<file path="src/rtl/fuel_controller_if.sv">
// rtl/fuel_controller_if.sv - frame-event and status bundle between game logic and fuel controller
interface fuel_controller_if #(
  parameter int W = 7
);
  logic         startOfFrame;
  logic         gameStart;
  logic         moving;
  logic         fuelHit;
  logic         carHit;
  logic         truckHit;
  logic         specialHit;
  logic [W-1:0] fuelLevel;
  logic         fuelLow;
  logic         playerFreeze;
  logic         gameOver;
  logic         crashPulse;
  logic         refillPulse;
  logic [1:0]   state;

  modport master (
    output startOfFrame, gameStart, moving, fuelHit, carHit, truckHit, specialHit,
    input  fuelLevel, fuelLow, playerFreeze, gameOver, crashPulse, refillPulse, state
  );

  modport slave (
    input  startOfFrame, gameStart, moving, fuelHit, carHit, truckHit, specialHit,
    output fuelLevel, fuelLow, playerFreeze, gameOver, crashPulse, refillPulse, state
  );
endinterface

</file>
<file path="src/rtl/fuel_controller.sv">
// rtl/fuel_controller.sv - per-frame fuel level and run/crash/game-over sequencer
module fuel_controller #(
  parameter int W             = 7,
  parameter int FUEL_MAX      = 100,
  parameter int FUEL_INIT     = 100,
  parameter int BURN_FRAMES   = 30,
  parameter int REFILL_AMT    = 20,
  parameter int CRASH_PENALTY = 10,
  parameter int CRASH_FRAMES  = 60
) (
  input  logic             clk,
  input  logic             reset,
  fuel_controller_if.slave bus
);
  localparam logic [1:0] IDLE      = 2'd0;
  localparam logic [1:0] RUN       = 2'd1;
  localparam logic [1:0] CRASH     = 2'd2;
  localparam logic [1:0] GAME_OVER = 2'd3;

  localparam int FW = W + 1;
  localparam int BW = $clog2(BURN_FRAMES + 1);
  localparam int CW = $clog2(CRASH_FRAMES + 1);

  localparam logic [FW-1:0] MAX_X    = FW'(FUEL_MAX);
  localparam logic [FW-1:0] REFILL_X = FW'(REFILL_AMT);
  localparam logic [FW-1:0] PEN_CAR  = FW'(CRASH_PENALTY);
  localparam logic [FW-1:0] PEN_TRK  = FW'(2 * CRASH_PENALTY);
  localparam logic [BW-1:0] BURN_LAST  = BW'(BURN_FRAMES - 1);
  localparam logic [CW-1:0] CRASH_LAST = CW'(CRASH_FRAMES - 1);

  logic [1:0]    st;
  logic [W-1:0]  fuel;
  logic [BW-1:0] burn_cnt;
  logic [CW-1:0] crash_cnt;
  logic          pend_fuel, pend_car, pend_truck, pend_special;
  logic          crash_pulse, refill_pulse;

  logic          crash_hit;
  logic          burn_wrap;
  logic [FW-1:0] fuel_ext, diff, sum, fuel_pick, fuel_run;

  // Frame result for RUN: crash penalty or pickup, then burn, all saturated to [0, FUEL_MAX]
  always_comb begin
    fuel_ext  = {1'b0, fuel};
    crash_hit = pend_truck | pend_car;
    burn_wrap = bus.moving && (burn_cnt == BURN_LAST);
    diff      = fuel_ext - (pend_truck ? PEN_TRK : PEN_CAR);
    sum       = fuel_ext + REFILL_X;
    fuel_pick = fuel_ext;
    if (crash_hit) begin
      // Borrow out of the extra top bit means the penalty exceeded the fuel left
      fuel_pick = diff[W] ? '0 : diff;
    end else if (pend_special) begin
      fuel_pick = MAX_X;
    end else if (pend_fuel) begin
      fuel_pick = (sum > MAX_X) ? MAX_X : sum;
    end
    fuel_run = fuel_pick;
    if (!crash_hit && burn_wrap && (fuel_pick != '0)) begin
      fuel_run = fuel_pick - 1'b1;
    end
  end

  // Event latching, game-state sequencing and one-cycle result pulses
  always_ff @(posedge clk) begin
    if (reset) begin
      st           <= IDLE;
      fuel         <= '0;
      burn_cnt     <= '0;
      crash_cnt    <= '0;
      pend_fuel    <= 1'b0;
      pend_car     <= 1'b0;
      pend_truck   <= 1'b0;
      pend_special <= 1'b0;
      crash_pulse  <= 1'b0;
      refill_pulse <= 1'b0;
    end else begin
      crash_pulse  <= 1'b0;
      refill_pulse <= 1'b0;
      // Hits arriving with startOfFrame open the new frame's window
      pend_fuel    <= bus.fuelHit    | (pend_fuel    & ~bus.startOfFrame);
      pend_car     <= bus.carHit     | (pend_car     & ~bus.startOfFrame);
      pend_truck   <= bus.truckHit   | (pend_truck   & ~bus.startOfFrame);
      pend_special <= bus.specialHit | (pend_special & ~bus.startOfFrame);
      case (st)
        IDLE, GAME_OVER: begin
          if (bus.gameStart) begin
            st       <= RUN;
            fuel     <= W'(FUEL_INIT);
            burn_cnt <= '0;
          end
        end
        RUN: begin
          if (bus.startOfFrame) begin
            fuel <= fuel_run[W-1:0];
            if (crash_hit) begin
              crash_cnt   <= CRASH_LAST;
              crash_pulse <= 1'b1;
            end else begin
              refill_pulse <= pend_special | pend_fuel;
              if (bus.moving) begin
                burn_cnt <= burn_wrap ? '0 : burn_cnt + 1'b1;
              end
            end
            if (fuel_run == '0) begin
              st <= GAME_OVER;
            end else if (crash_hit) begin
              st <= CRASH;
            end
          end
        end
        CRASH: begin
          if (bus.startOfFrame) begin
            if (crash_cnt == '0) begin
              st       <= RUN;
              burn_cnt <= '0;
            end else begin
              crash_cnt <= crash_cnt - 1'b1;
            end
          end
        end
      endcase
    end
  end

  assign bus.fuelLevel    = fuel;
  assign bus.fuelLow      = (fuel <= W'(FUEL_MAX / 4)) && (st != IDLE);
  assign bus.playerFreeze = (st != RUN);
  assign bus.gameOver     = (st == GAME_OVER);
  assign bus.crashPulse   = crash_pulse;
  assign bus.refillPulse  = refill_pulse;
  assign bus.state        = st;
endmodule
</file>
<file path="src/flat_wrapper.sv">
// flat-port wrapper written by rule: the top's interface ports become plain ports
module fuel_controller_flat 
#(
  parameter int W             = 7,
  parameter int FUEL_MAX      = 100,
  parameter int FUEL_INIT     = 100,
  parameter int BURN_FRAMES   = 30,
  parameter int REFILL_AMT    = 20,
  parameter int CRASH_PENALTY = 10,
  parameter int CRASH_FRAMES  = 60
)
  (clk, reset, bus_startOfFrame, bus_gameStart, bus_moving, bus_fuelHit, bus_carHit, bus_truckHit, bus_specialHit, bus_fuelLevel, bus_fuelLow, bus_playerFreeze, bus_gameOver, bus_crashPulse, bus_refillPulse, bus_state);
  fuel_controller_if #(.W(W)) bus_i ();
  input  logic clk;
  input  logic reset;
  input wire logic [$bits(bus_i.startOfFrame)-1:0] bus_startOfFrame;
  input wire logic [$bits(bus_i.gameStart)-1:0] bus_gameStart;
  input wire logic [$bits(bus_i.moving)-1:0] bus_moving;
  input wire logic [$bits(bus_i.fuelHit)-1:0] bus_fuelHit;
  input wire logic [$bits(bus_i.carHit)-1:0] bus_carHit;
  input wire logic [$bits(bus_i.truckHit)-1:0] bus_truckHit;
  input wire logic [$bits(bus_i.specialHit)-1:0] bus_specialHit;
  output wire logic [$bits(bus_i.fuelLevel)-1:0] bus_fuelLevel;
  output wire logic [$bits(bus_i.fuelLow)-1:0] bus_fuelLow;
  output wire logic [$bits(bus_i.playerFreeze)-1:0] bus_playerFreeze;
  output wire logic [$bits(bus_i.gameOver)-1:0] bus_gameOver;
  output wire logic [$bits(bus_i.crashPulse)-1:0] bus_crashPulse;
  output wire logic [$bits(bus_i.refillPulse)-1:0] bus_refillPulse;
  output wire logic [$bits(bus_i.state)-1:0] bus_state;
  assign bus_i.startOfFrame = bus_startOfFrame;
  assign bus_i.gameStart = bus_gameStart;
  assign bus_i.moving = bus_moving;
  assign bus_i.fuelHit = bus_fuelHit;
  assign bus_i.carHit = bus_carHit;
  assign bus_i.truckHit = bus_truckHit;
  assign bus_i.specialHit = bus_specialHit;
  assign bus_fuelLevel = bus_i.fuelLevel;
  assign bus_fuelLow = bus_i.fuelLow;
  assign bus_playerFreeze = bus_i.playerFreeze;
  assign bus_gameOver = bus_i.gameOver;
  assign bus_crashPulse = bus_i.crashPulse;
  assign bus_refillPulse = bus_i.refillPulse;
  assign bus_state = bus_i.state;
  fuel_controller #(.W(W), .FUEL_MAX(FUEL_MAX), .FUEL_INIT(FUEL_INIT), .BURN_FRAMES(BURN_FRAMES), .REFILL_AMT(REFILL_AMT), .CRASH_PENALTY(CRASH_PENALTY), .CRASH_FRAMES(CRASH_FRAMES)) u_core (.clk(clk), .reset(reset), .bus(bus_i));
endmodule
</file>
<file path="config.mk">
export PLATFORM = sky130hd
export DESIGN_NAME = fuel_controller_flat
export DESIGN_NICKNAME = d
export VERILOG_FILES = /design/src/rtl/fuel_controller_if.sv /design/src/rtl/fuel_controller.sv /design/src/flat_wrapper.sv
export SDC_FILE = /design/constraint.sdc
export NUM_CORES = 1
export LEC_CHECK = 0
export CAP_MARGIN = 0
export CORE_MARGIN = 3
export CORE_UTILIZATION = 30
export DETAILED_ROUTE_END_ITERATION = 6
export HOLD_SLACK_MARGIN = 0.05
export PLACE_DENSITY = 0.61
export SYNTH_ARGS = -nofsm -noshare
export SYNTH_HDL_FRONTEND = slang
export SYNTH_SLANG_ARGS = --single-unit
</file>
<file path="constraint.sdc">
create_clock -name clk -period 3.2 [get_ports clk]
set_input_delay 0.48 -clock clk [delete_from_list [all_inputs] [get_ports clk]]
set_output_delay 0.48 -clock clk [all_outputs]
set_load 0.01 [all_outputs]
</file>
---- Word-level counts from Yosys, hierarchy flattened ----
Cells that the tools add are included.
operators by class
  $add $sub $neg .......................... 5
  equal/unequal tests ..................... 14
  muxes and demuxes ....................... 31
  bitwise operators ....................... 12
  order comparisons ....................... 2
  reduce and logical (&&, ||, !) cells .... 19
operator list
  cell                 count
  $mux 5               8
  $mux 8               5
  $mux 6               4
  $mux 7               3
  $pmux 5 s3           1
  $pmux 7 s2           1
  $mux 2               6
  $ne 2x2->1 const B   6
  $pmux 6 s2           1
  $reduce_and 5->1     2
  $add 7x5->8 const B  1
  $gt 8x7->1 const B   1
  $logic_not 8->1      1
  $reduce_bool 8->1    1
  $sub 7x8->8          1
  $sub 8x1->8 const B  1
  $le 7x5->1 const B   1
  $logic_not 6->1      1
  $ne 2x1->1 const B   3
  $or 1x1->1           6
  $pmux 2 s3           1
  $reduce_and 6->1     1
  $reduce_bool 2->1    3
  $sub 6x1->6 const B  1
  other kinds (15)     23
storage, ports and cells
  output and inout port bits .............. 14
  logic and storage cells ................. 93
  input bits .............................. 9
  register bits after elaboration ......... 26

---- Logic depth before layout (Yosys ltp) ----
Gate-level depths: netlist of run 1.
  word-level depth ........................ 13
  gate-level depth with buffers ........... 16
  depth with buffers taken out ............ 16

---- Worst setup path after synthesis of run 1 ----
OpenSTA, ideal clock, no wires.
  kind .................................... flip-flop to flip-flop
  start ................................... reg u_core.pend_truck
  end ..................................... reg u_core.st[0], in the netlist u_core.bus.state[0]
  path buffers ............................ 0
  period minus slack after synthesis ...... 3.265 ns
  arrival ................................. 3.169 ns
  slack ................................... -0.065 ns
  data required time ...................... 3.104 ns
  cell stages (with the launch flop) ...... 17
  setup time .............................. 0.096 ns
  cell sequence ........................... dfxtp_1 > inv_1 > ha_1 > inv_1 > fa_1 > a21o_1 > and2_4 > o21ai_0 > nor2_1 > inv_1 > ha_1 > inv_1 > a311oi_2 > a21oi_4 > mux2_4 > o31a_1 > o41ai_2
on the way
  word-level cells in the longest chain between the ends .. 11
  elaborated cells on any way between the ends .. 17
  those cells by class .................... add/sub: 2; eq/ne: 1; mux: 7; bitwise: 1; reduce/logical: 6
ends and longest elaborated chain
  element                                                               line                    source
  start, declared                                                       fuel_controller.sv:35   logic pend_fuel, pend_car, pend_truck, pend_special;
  start signal, assigned                                                fuel_controller.sv:83   pend_truck <= bus.truckHit | (pend_truck & ~bus.startOfFrame);
  parallel branches: the longest is 11 deep, another holds $sub 7x8->8  --
  end signal, assigned                                                  fuel_controller.sv:88   st <= RUN;
  end signal, assigned                                                  fuel_controller.sv:106  st <= GAME_OVER;
  end signal, assigned                                                  fuel_controller.sv:108  st <= CRASH;
  end, declared                                                         fuel_controller.sv:31   logic [1:0] st;
Several ways; the timed one is not identified. The select of a mux whose other input is x is not followed.
A chain may end at the register's enable or synchronous reset.

---- Final worst setup path of run 1 ----
Same ends and word-level chain as after synthesis.

==> impl_metrics.yaml, run 1 <==
drt:
  num_vias: 2035
  routed_via_density: 5.427
  dr.pass1.iters: 4
  dr_wl_met3_um: 218
  drtIter0Drc: 125
  m1WireLength_mm: 2.775
  top_layer: "met4"
  drc: 0
  dr_wl_met2_mm: 2.672
  totalWireLength_mm: 5.713
  wl_per_cell_um: 15.23
  final_antenna_net_count: 0
timing:
  finalMaxSlewViolations: 0
  finClkSkew_ns: 0.003556
  fin_crit_ns: 3.046
  slew_headroom_pct: 59.34
  finalHoldViolCount: 0
  setup_viol: 0
  clock.fmax_ghz: 0.3283
  fin_crit_sh_pct: 95.18
  whs_ns: 0.5242
  worst_slew_pin_slew_ns: 0.6035
cts:
  worstSkewPairLatency_ns: 0.28
  htree_levels: 1
  numCtsBuffers: 3
  tritoncts: "built"
  cts.sinks: 26
  clock_path_buffers: 2
  hold_buffers: 0
  cts.clk_slew.worst_paths_ns: 0.10
  ctsRootBufferMaster: "clkbuf_8"
floorplan:
  die_height_um: 89.23
  io_pins: 23
  rows: 29
  die-width_um: 89.23
  initial_utilization_pct: 31.82
  fp.dieArea_um2: 7962
  core_area_um2: 6531
synthesis:
  ys_ff_latch: 26
  seq_area_frac_synth_pct: 25.05
  synth-edff-count: 0
  synth_area_um2: 2078
  synthDistinctLibCells: 65
  synthArstFlopShare_pct: 0
  postSynthCellCount: 257
  syn_avg_cell_area_um2: 8.087
  ys.flop_type: "dfxtp_1"
  syn_nets: 283
  yosysWarnings: 0
setup_path:
  critPathLaunchType: "flip-flop"
  critPathKind: "reg -> reg"
  crit_path_end_kind: "flip-flop"
  crit_fanout: 7
  reg2reg_depth: 17
  r2r_setup_slack_ns: 0.15
  arrival_ns: 3.23
  r2r_end: "u_core.bus.state[0]"
  reg2reg_from: "u_core.pend_truck"
  critPathLaunch: "u_core.pend_truck"
  required_ns: 3.39
power_and_ir_drop:
  p_per_area_nw_per_um2: 686.4
  max-vdd-ir-drop_v: 0.0003769
  p_leak_nw: 1.020
worst_hold_path:
  hold_class: "reg -> reg"
  hold_depth: 2
  min_to: "u_core.pend_car"
  hp-start: "u_core.pend_car"
layout:
  final_nets: 325
  final_area_um2: 2656
  antenna_cells: 0
  synthToLayoutAreaGrowth_pct: 27.81
  drive_gt1_share_pct: 17.45
placed_design:
  dpl.hpwl_mm: 4.485
  gp_congestion: 0.9484
  place_area_um2: 2512
  portBuffers: 22
global_route:
  grt_antenna_before_repair: 0
  grt_pass1_wl_mm: 9.542
  grt_pass1_vias: 2004
  grtUsageTotal_pct: 15.11
  grt_overflow: 0
  grt_max_degree: 16
job:
  drv_cap: 0
outcome:
  status: "finished clean"
-- where the power goes --
| group | leakage (nW) | switching [mW] | internal [mW] | total (mW) |
|---|---|---|---|---|
| Clock | 0.0288 | 0.114 | 0.110 | 0.224 |
| Sequential | 0.214 | 0.0985 | 0.394 | 0.493 |
| Combinational | 0.777 | 0.604 | 0.502 | 1.11 |
-- cells in the mapped netlist, types with 4 or more instances --
library cell   n  area (um2)
a21oi_1       15       75.07
and3_1         4       25.02
dfxtp_1       26       520.5
ha_1          16       200.2
inv_1         15       56.30
nand2_1       19       71.32
nand4_1        5       31.28
nor2_1        28       105.1
nor3_1        15       75.07
o21ai_0       14       70.07
o31a_1         4       35.03
xnor2_1        7       61.31
xor2_1         8       70.07
-- per-layer routing --
metal  GRT usage [%]  vias to the layer above
met4           3.789                        0
met1           21.26                      951
met3           2.304                        4
li1                -                     1030
met5               0                        -
met2           24.18                       50
-- sequential cells by signal, summed over array words and instances, names as in the netlist --
name / cells
u_core.bus.crashPulse: 1
u_core.bus.state: 2
u_core.pend_car: 1
u_core.pend_truck: 1
u_core.burn_cnt: 5
u_core.bus.refillPulse: 1
u_core.pend_fuel: 1
u_core.pend_special: 1
u_core.bus.fuelLevel: 7
u_core.crash_cnt: 6
-- worst max-delay path: stages (launching register included) --
cell	delay [ns]
dfxtp_1	0.32
inv_1	0.07
ha_2	0.17
inv_1	0.05
fa_2	0.33
a21o_1	0.22
and2_4	0.20
o21ai_4	0.16
nor2_1	0.07
inv_1	0.08
ha_2	0.18
inv_1	0.06
a311oi_2	0.26
a21oi_4	0.10
buf_6	0.15
mux2i_4	0.16
nand2_1	0.08
o41ai_2	0.27
-- area by class of cell --
class	count	area, um2
sequential	26	523.0
fill	681	3875
timing repair buffer	44	389.1
clock buffer	4	55.05
multi-input combinational	208	1533
tap	77	96.34
inverter	16	60.06
-- what timing repair did --
item                                    4_1_cts  5_1_grt
endpoints found under the setup margin        0        6
resized for setup                             0       17
setup buffers                                 0        2
-- how the worst max path moves through the flow --
| stage | end | slack [ns] |
|---|---|---|
| after detailed placement | u_core.bus.state[0] | 0.09 |
| after CTS | u_core.bus.state[0] | 0.05 |
| after floorplan | u_core.bus.state[0] | 0.02 |
| final | u_core.bus.state[0] | 0.15 |
| after global placement | u_core.bus.state[0] | 0.11 |
| after global routing | u_core.bus.state[0] | -0.03 |
-- cells in the final DEF, fill, tap and decap left out, types with 5 or more instances in the layout --
cell type	count
a21oi_1	14
o21ai_0	13
buf_4	21
dfxtp_1	24
ha_1	14
nor2_1	28
xor2_1	8
nand4_1	5
clkdlybuf4s50_1	22
xnor2_1	7
nand2_1	19
nor3_1	15
inv_1	14
-- cells by family after synthesis --
family / Yosys count / share of synthesized area (%)
mux: 4 / 2.167
buf+inv: 23 / 4.695
flops: 26 / 25.05
simple gates: 100 / 24.80
xor+xnor: 15 / 6.322
compound gates: 72 / 26.37
fa+ha+maj: 17 / 10.60
-- per-stage QoR --
step	total power [mW]	util, %	TNS (ns)	std cells	setup slack (ns)
after floorplan	1.207	-	0	257	0.02201
after global placement	1.544	38.47	0	369	0.1072
after detailed placement	1.545	38.47	0	369	0.09134
after CTS	1.778	39.31	0	373	0.04632
after global routing	1.984	40.67	-0.03194	375	-0.03194
final	1.823	40.67	0	375	0.1541
Power figures use the tool's default switching activity.
==> run 2, diff against run 1 <==
--- a/config.mk
+++ b/config.mk
@@ -8,9 +8,11 @@
 export CAP_MARGIN = 0
 export CORE_MARGIN = 3
 export CORE_UTILIZATION = 30
+export CTS_BUF_LIST = sky130_fd_sc_hd__clkbuf_2 sky130_fd_sc_hd__clkbuf_4 sky130_fd_sc_hd__clkbuf_8
 export DETAILED_ROUTE_END_ITERATION = 6
 export HOLD_SLACK_MARGIN = 0.05
 export PLACE_DENSITY = 0.61
+export SETUP_SLACK_MARGIN = 0.05
 export SYNTH_ARGS = -nofsm -noshare
 export SYNTH_HDL_FRONTEND = slang
 export SYNTH_SLANG_ARGS = --single-unit
==> run 2 against run 1 <==
Routed wire length grew 5.3%. Clock-buffer cell count shrank 1. Final area grew 4.6%. Worst hold slack lost 0.0034 ns. Register-to-register slack lost 0.02 ns. Critical path type unchanged. Largest power group unchanged.
==> impl_metrics.yaml, run 2 (synthesis results as in run 1) <==
power_and_ir_drop:
  clock_power_share_pct: 14.6
  max-vdd-ir-drop_v: 0.0003155
  p_int_mw: 1.123
  p_per_area_nw_per_um2: 709.5
  pwr-share-comb_pct: 61.7
  p_sw_mw: 0.8476
  p_seq_share_pct: 23.7
  p_leak_nw: 1.068
  p_sw_share_pct: 43.01
timing:
  layout_setup_ws_ns: 0.1352
  finalHoldViolCount: 0
  rsz0062_at_grt: "yes"
  setup_viol: 0
  clock.fmax_ghz: 0.3263
  worst_slew_pin_slew_ns: 0.5923
  finalSetupTns_ns: 0
  fin_crit_sh_pct: 95.78
  whs_ns: 0.5207
  fin_crit_ns: 3.065
  slew_headroom_pct: 60.10
  finClkSkew_ns: 0.008461
  finalMaxSlewViolations: 0
worst_hold_path:
  hold_class: "reg -> reg"
  hold_depth: 2
drt:
  drc: 0
  routed_via_density: 5.535
  totalWireLength_mm: 6.014
  dr.pass1.iters: 4
  drtIter0Drc: 110
  num_vias: 2120
  wl_per_cell_um: 15.70
  final_antenna_net_count: 0
cts:
  cts.clk_slew.worst_paths_ns: 0.11
  worstSkewPairLatency_ns: 0.28
  htree_levels: 1
  tritoncts: "built"
  clock_path_buffers: 2
  ctsRootBufferMaster: "clkbuf_8"
  cts.sinks: 26
  hold_buffers: 0
  numCtsBuffers: 3
placed_design:
  post-place-ws_ns: 0.01620
  portBuffers: 22
  gp_congestion: 0.9661
  dp_cells: 371
  dpl.hpwl_mm: 4.536
layout:
  mostFrequentLayoutCells: "buf_4, nor2_1, dfxtp_1, clkdlybuf4s50_1, nand2_1"
  synthToLayoutAreaGrowth_pct: 33.65
  antenna_cells: 0
  final_common_cell: "buf_4"
  final_nets: 333
  drive_gt1_share_pct: 21.57
  largest_reg_flops: 7
  fillers: 644
  finalNonFillerCells: 383
setup_path:
  path_buf_inv: 4
  critPathLaunchType: "flip-flop"
  crit_cells: 16
  required_ns: 3.39
  reg2reg_depth: 16
  crit_family: "compound AO/OA/AOI/OAI gates"
  crit_fanout: 7
  arrival_ns: 3.26
  crit_path_end_kind: "flip-flop"
  critPathKind: "reg -> reg"
  crit_chain: "inv_4 > ha_4 > inv_2 > fa_2 > a21o_1 > a21boi_2 > o31ai_2 > a21oi_2 > ha_4 > inv_2 > a311oi_4 > a21oi_4 > buf_6 > mux2i_4 > nand2_1 > o41ai_2"
  crit_path_max_incr_delay_ns: 0.35
  cpMaxStageDelayCell: "dfxtp_2"
  r2r_setup_slack_ns: 0.14
floorplan:
  rows: 29
  core_area_um2: 6531
  fp.dieArea_um2: 7962
  io_pins: 23
  die_height_um: 89.23
  die-width_um: 89.23
  initial_utilization_pct: 31.82
outcome:
  status: "finished clean"
job:
  drv_cap: 0
global_route:
  grt_max_degree: 16
  grt_antenna_before_repair: 0
  grtUsageTotal_pct: 15.34
  grt_pass1_vias: 2023
  grt_overflow: 0
  grt_pass1_wl_mm: 9.701
==> run 2: layout make-up <==
cell class                      instances  area, um2  share of cell area (%)
Clock buffer                            3      41.29                   1.486
Timing Repair Buffer                   52      449.2                   16.17
Inverter                               16      62.56                   2.252
Multi-Input combinational cell        208       1575                   56.71
Clock inverter                          1      30.03                   1.081
Tap cell                               77      96.34                   3.468
Sequential cell                        26      523.0                   18.83
==> run 2: through the flow <==
stage,total power [mW],util (%),instance area [um2]
after global routing,2.125,42.53,2778
after global placement,1.563,38.70,2527
after CTS,1.884,40.34,2635
final,1.971,42.53,2778
after floorplan,1.208,-,2083
after detailed placement,1.567,38.70,2527
==> run 2: layer usage <==
layer | vias up | GRT usage, % | part of all wire (%)
met4 | 0 | 4.736 | 2.0
li1 | 1050 | - | -
met3 | 12 | 2.488 | 3.4
met1 | 1011 | 20.81 | 47
met2 | 47 | 24.92 | 47
met5 | - | 0 | 0
==> run 2: final timing paths <==
path,from,to
hold / removal,u_core.pend_car,u_core.pend_car
setup reg to reg,u_core.pend_truck,u_core.bus.state[0]
setup / recovery,u_core.pend_truck,u_core.bus.state[0]
hold reg to reg,u_core.pend_car,u_core.pend_car
==> run 2: what timing repair did <==
item | CTS | global route
pin swaps | 2 | 14
gates resized for setup | 7 | 20
endpoints found under the setup margin | 2 | 8
setup buffers | 0 | 8
endpoints found under the hold margin | 0 | 0
==> run 2: worst reg2reg max path, delay by kind of cell (launching register included) <==
family          cells  cell delay [ns]
simple gates        1             0.08
flops               1             0.35
buf+inv             4             0.31
mux                 1             0.18
fa+ha+maj           3             0.66
compound gates      7             1.39
==> run 2: power groups by stage <==
stage | clock (mW) | combinational, mW | sequential [mW]
finish | 0.288 | 1.22 | 0.467
global placement | 0 | 1.09 | 0.474
detailed placement | 0 | 1.09 | 0.472
CTS | 0.291 | 1.13 | 0.465
global route | 0.303 | 1.34 | 0.478
floorplan | 0 | 0.724 | 0.484
==> run 3, diff against run 2 <==
--- a/config.mk
+++ b/config.mk
@@ -9,10 +9,13 @@
 export CORE_MARGIN = 3
 export CORE_UTILIZATION = 30
 export CTS_BUF_LIST = sky130_fd_sc_hd__clkbuf_2 sky130_fd_sc_hd__clkbuf_4 sky130_fd_sc_hd__clkbuf_8
+export CTS_CLUSTER_DIAMETER = 50
 export DETAILED_ROUTE_END_ITERATION = 6
+export DONT_BUFFER_PORTS = 1
 export HOLD_SLACK_MARGIN = 0.05
-export PLACE_DENSITY = 0.61
+export PLACE_DENSITY = 0.56
 export SETUP_SLACK_MARGIN = 0.05
+export SKIP_LAST_GASP = 1
 export SYNTH_ARGS = -nofsm -noshare
 export SYNTH_HDL_FRONTEND = slang
 export SYNTH_SLANG_ARGS = --single-unit
==> run 3 against run 2 <==
Flip-flop and latch count unchanged. Final area decreased by 9.7%. Critical path depth is 5 lower. Routed wire length decreased by 4.4%. Global-route usage shrank 0.39 points. Critical path type unchanged. Die area unchanged. Worst hold slack lost 0.26 ns.
==> impl_metrics.yaml, run 3 (synthesis results as in run 1) <==
floorplan:
  initial_utilization_pct: 31.82
  io_pins: 23
  die_height_um: 89.23
  die-width_um: 89.23
  rows: 29
  fp.dieArea_um2: 7962
  core_area_um2: 6531
global_route:
  grt_overflow: 0
  grt_pass1_wl_mm: 9.425
  grtUsageTotal_pct: 14.95
  grt_pass1_vias: 1918
  grt_max_degree: 26
  grt_antenna_before_repair: 0
layout:
  final_nets: 305
  final_area_um2: 2509
  final_core_util_pct: 38.41
  mostFrequentLayoutCells: "nor2_1, buf_4, dfxtp_1, nand2_1"
  drive_gt1_share_pct: 23.38
  final_common_cell: "nor2_1"
  finalNonFillerCells: 355
  synthToLayoutAreaGrowth_pct: 20.71
  antenna_cells: 0
  seq_area_um2: 526.8
  fillers: 683
  largest_reg_flops: 7
  multi_input_area_um2: 1570
drt:
  m1WireLength_mm: 2.795
  wl_per_cell_um: 16.19
  final_antenna_net_count: 0
  dr.pass1.iters: 5
  routed_via_density: 5.434
  drc: 0
  totalWireLength_mm: 5.749
  dr_wl_met2_mm: 2.689
  num_vias: 1929
  drtIter0Drc: 67
  top_layer: "met4"
  dr_wl_met3_um: 234
cts:
  hold_buffers: 0
  clock_path_buffers: 2
  numCtsBuffers: 3
  htree_levels: 1
  cts.sinks: 26
  ctsRootBufferMaster: "clkbuf_8"
  tritoncts: "built"
  worstSkewPairLatency_ns: 0.27
  cts.clk_slew.worst_paths_ns: 0.10
setup_path:
  crit_fanout: 7
  critPathKind: "reg -> reg"
  critPathLaunchType: "flip-flop"
  arrival_ns: 3.19
  required_ns: 3.39
  crit_path_end_kind: "flip-flop"
worst_hold_path:
  hold_class: "in -> reg"
placed_design:
  gp_congestion: 0.8716
  dpl.hpwl_mm: 4.373
  place_area_um2: 2285
  post-place-ws_ns: 0.09121
  portBuffers: 0
  dp_cells: 346
power_and_ir_drop:
  p_per_area_nw_per_um2: 730.2
  p_leak_nw: 0.9530
  max-vdd-ir-drop_v: 0.0002769
  total_power_mw: 1.832
timing:
  fin_crit_sh_pct: 93.76
  setup_viol: 0
  rsz0062_at_grt: "yes"
  whs_ns: 0.2645
  finalMaxSlewViolations: 0
  finClkSkew_ns: 0.003536
  fin_crit_ns: 3.000
  layout_setup_ws_ns: 0.1997
  worst_slew_pin_slew_ns: 0.6513
  clock.fmax_ghz: 0.3333
  slew_headroom_pct: 56.12
  finalSetupTns_ns: 0
  finalHoldViolCount: 0
job:
  drv_cap: 0
outcome:
  status: "finished clean"
==> run 3: what timing repair did <==
| action | CTS | global route |
|---|---|---|
| gates resized for setup | 0 | 28 |
| pin swaps | 0 | 8 |
| buffers inserted | 1 | 4 |
| endpoints found under the setup margin | 1 | 6 |
| endpoints found under the hold margin | 0 | 0 |
==> run 3: final cells by class <==
cell class	instances	share of cell area (%)
flip-flops and latches	26	21.00
repair buffers	24	7.332
inverters	16	2.394
well taps	77	3.840
multi-input cells	208	62.59
clock inverters	1	1.197
clock buffers	3	1.646
==> run 3: report_power, final <==
group | leakage, nW | switching [mW] | internal, mW
sequential | 0.215 | 0.101 | 0.396
combinational | 0.702 | 0.598 | 0.457
clock | 0.0357 | 0.113 | 0.167
total | 0.953 | 0.812 | 1.02
==> run 3: worst paths after layout <==
path	startpoint	end	slack, ns	depth (start not counted)
min reg2reg	u_core.pend_car	u_core.pend_car	0.52	2
max reg2reg	u_core.bus.fuelLevel[2]	u_core.bus.state[0]	0.20	11
min	reset	u_core.bus.fuelLevel[3]	0.26	1
max	u_core.bus.fuelLevel[2]	u_core.bus.state[0]	0.20	11
==> run 3: critical path, stage by stage (launching register included) <==
cell,delay [ns]
dfxtp_2,0.40
buf_4,0.20
ha_1,0.24
nor2b_1,0.15
or3_1,0.31
a32oi_1,0.17
o311ai_0,0.19
and4_2,0.33
a21oi_4,0.17
mux2_4,0.31
o31a_1,0.12
o41ai_2,0.32
==> run 3: routing by layer <==
layer,GRT usage [%],up-vias
met2,25.59,34
li1,-,985
met1,20.32,908
met3,2.028,2
met5,0,-
met4,2.436,0
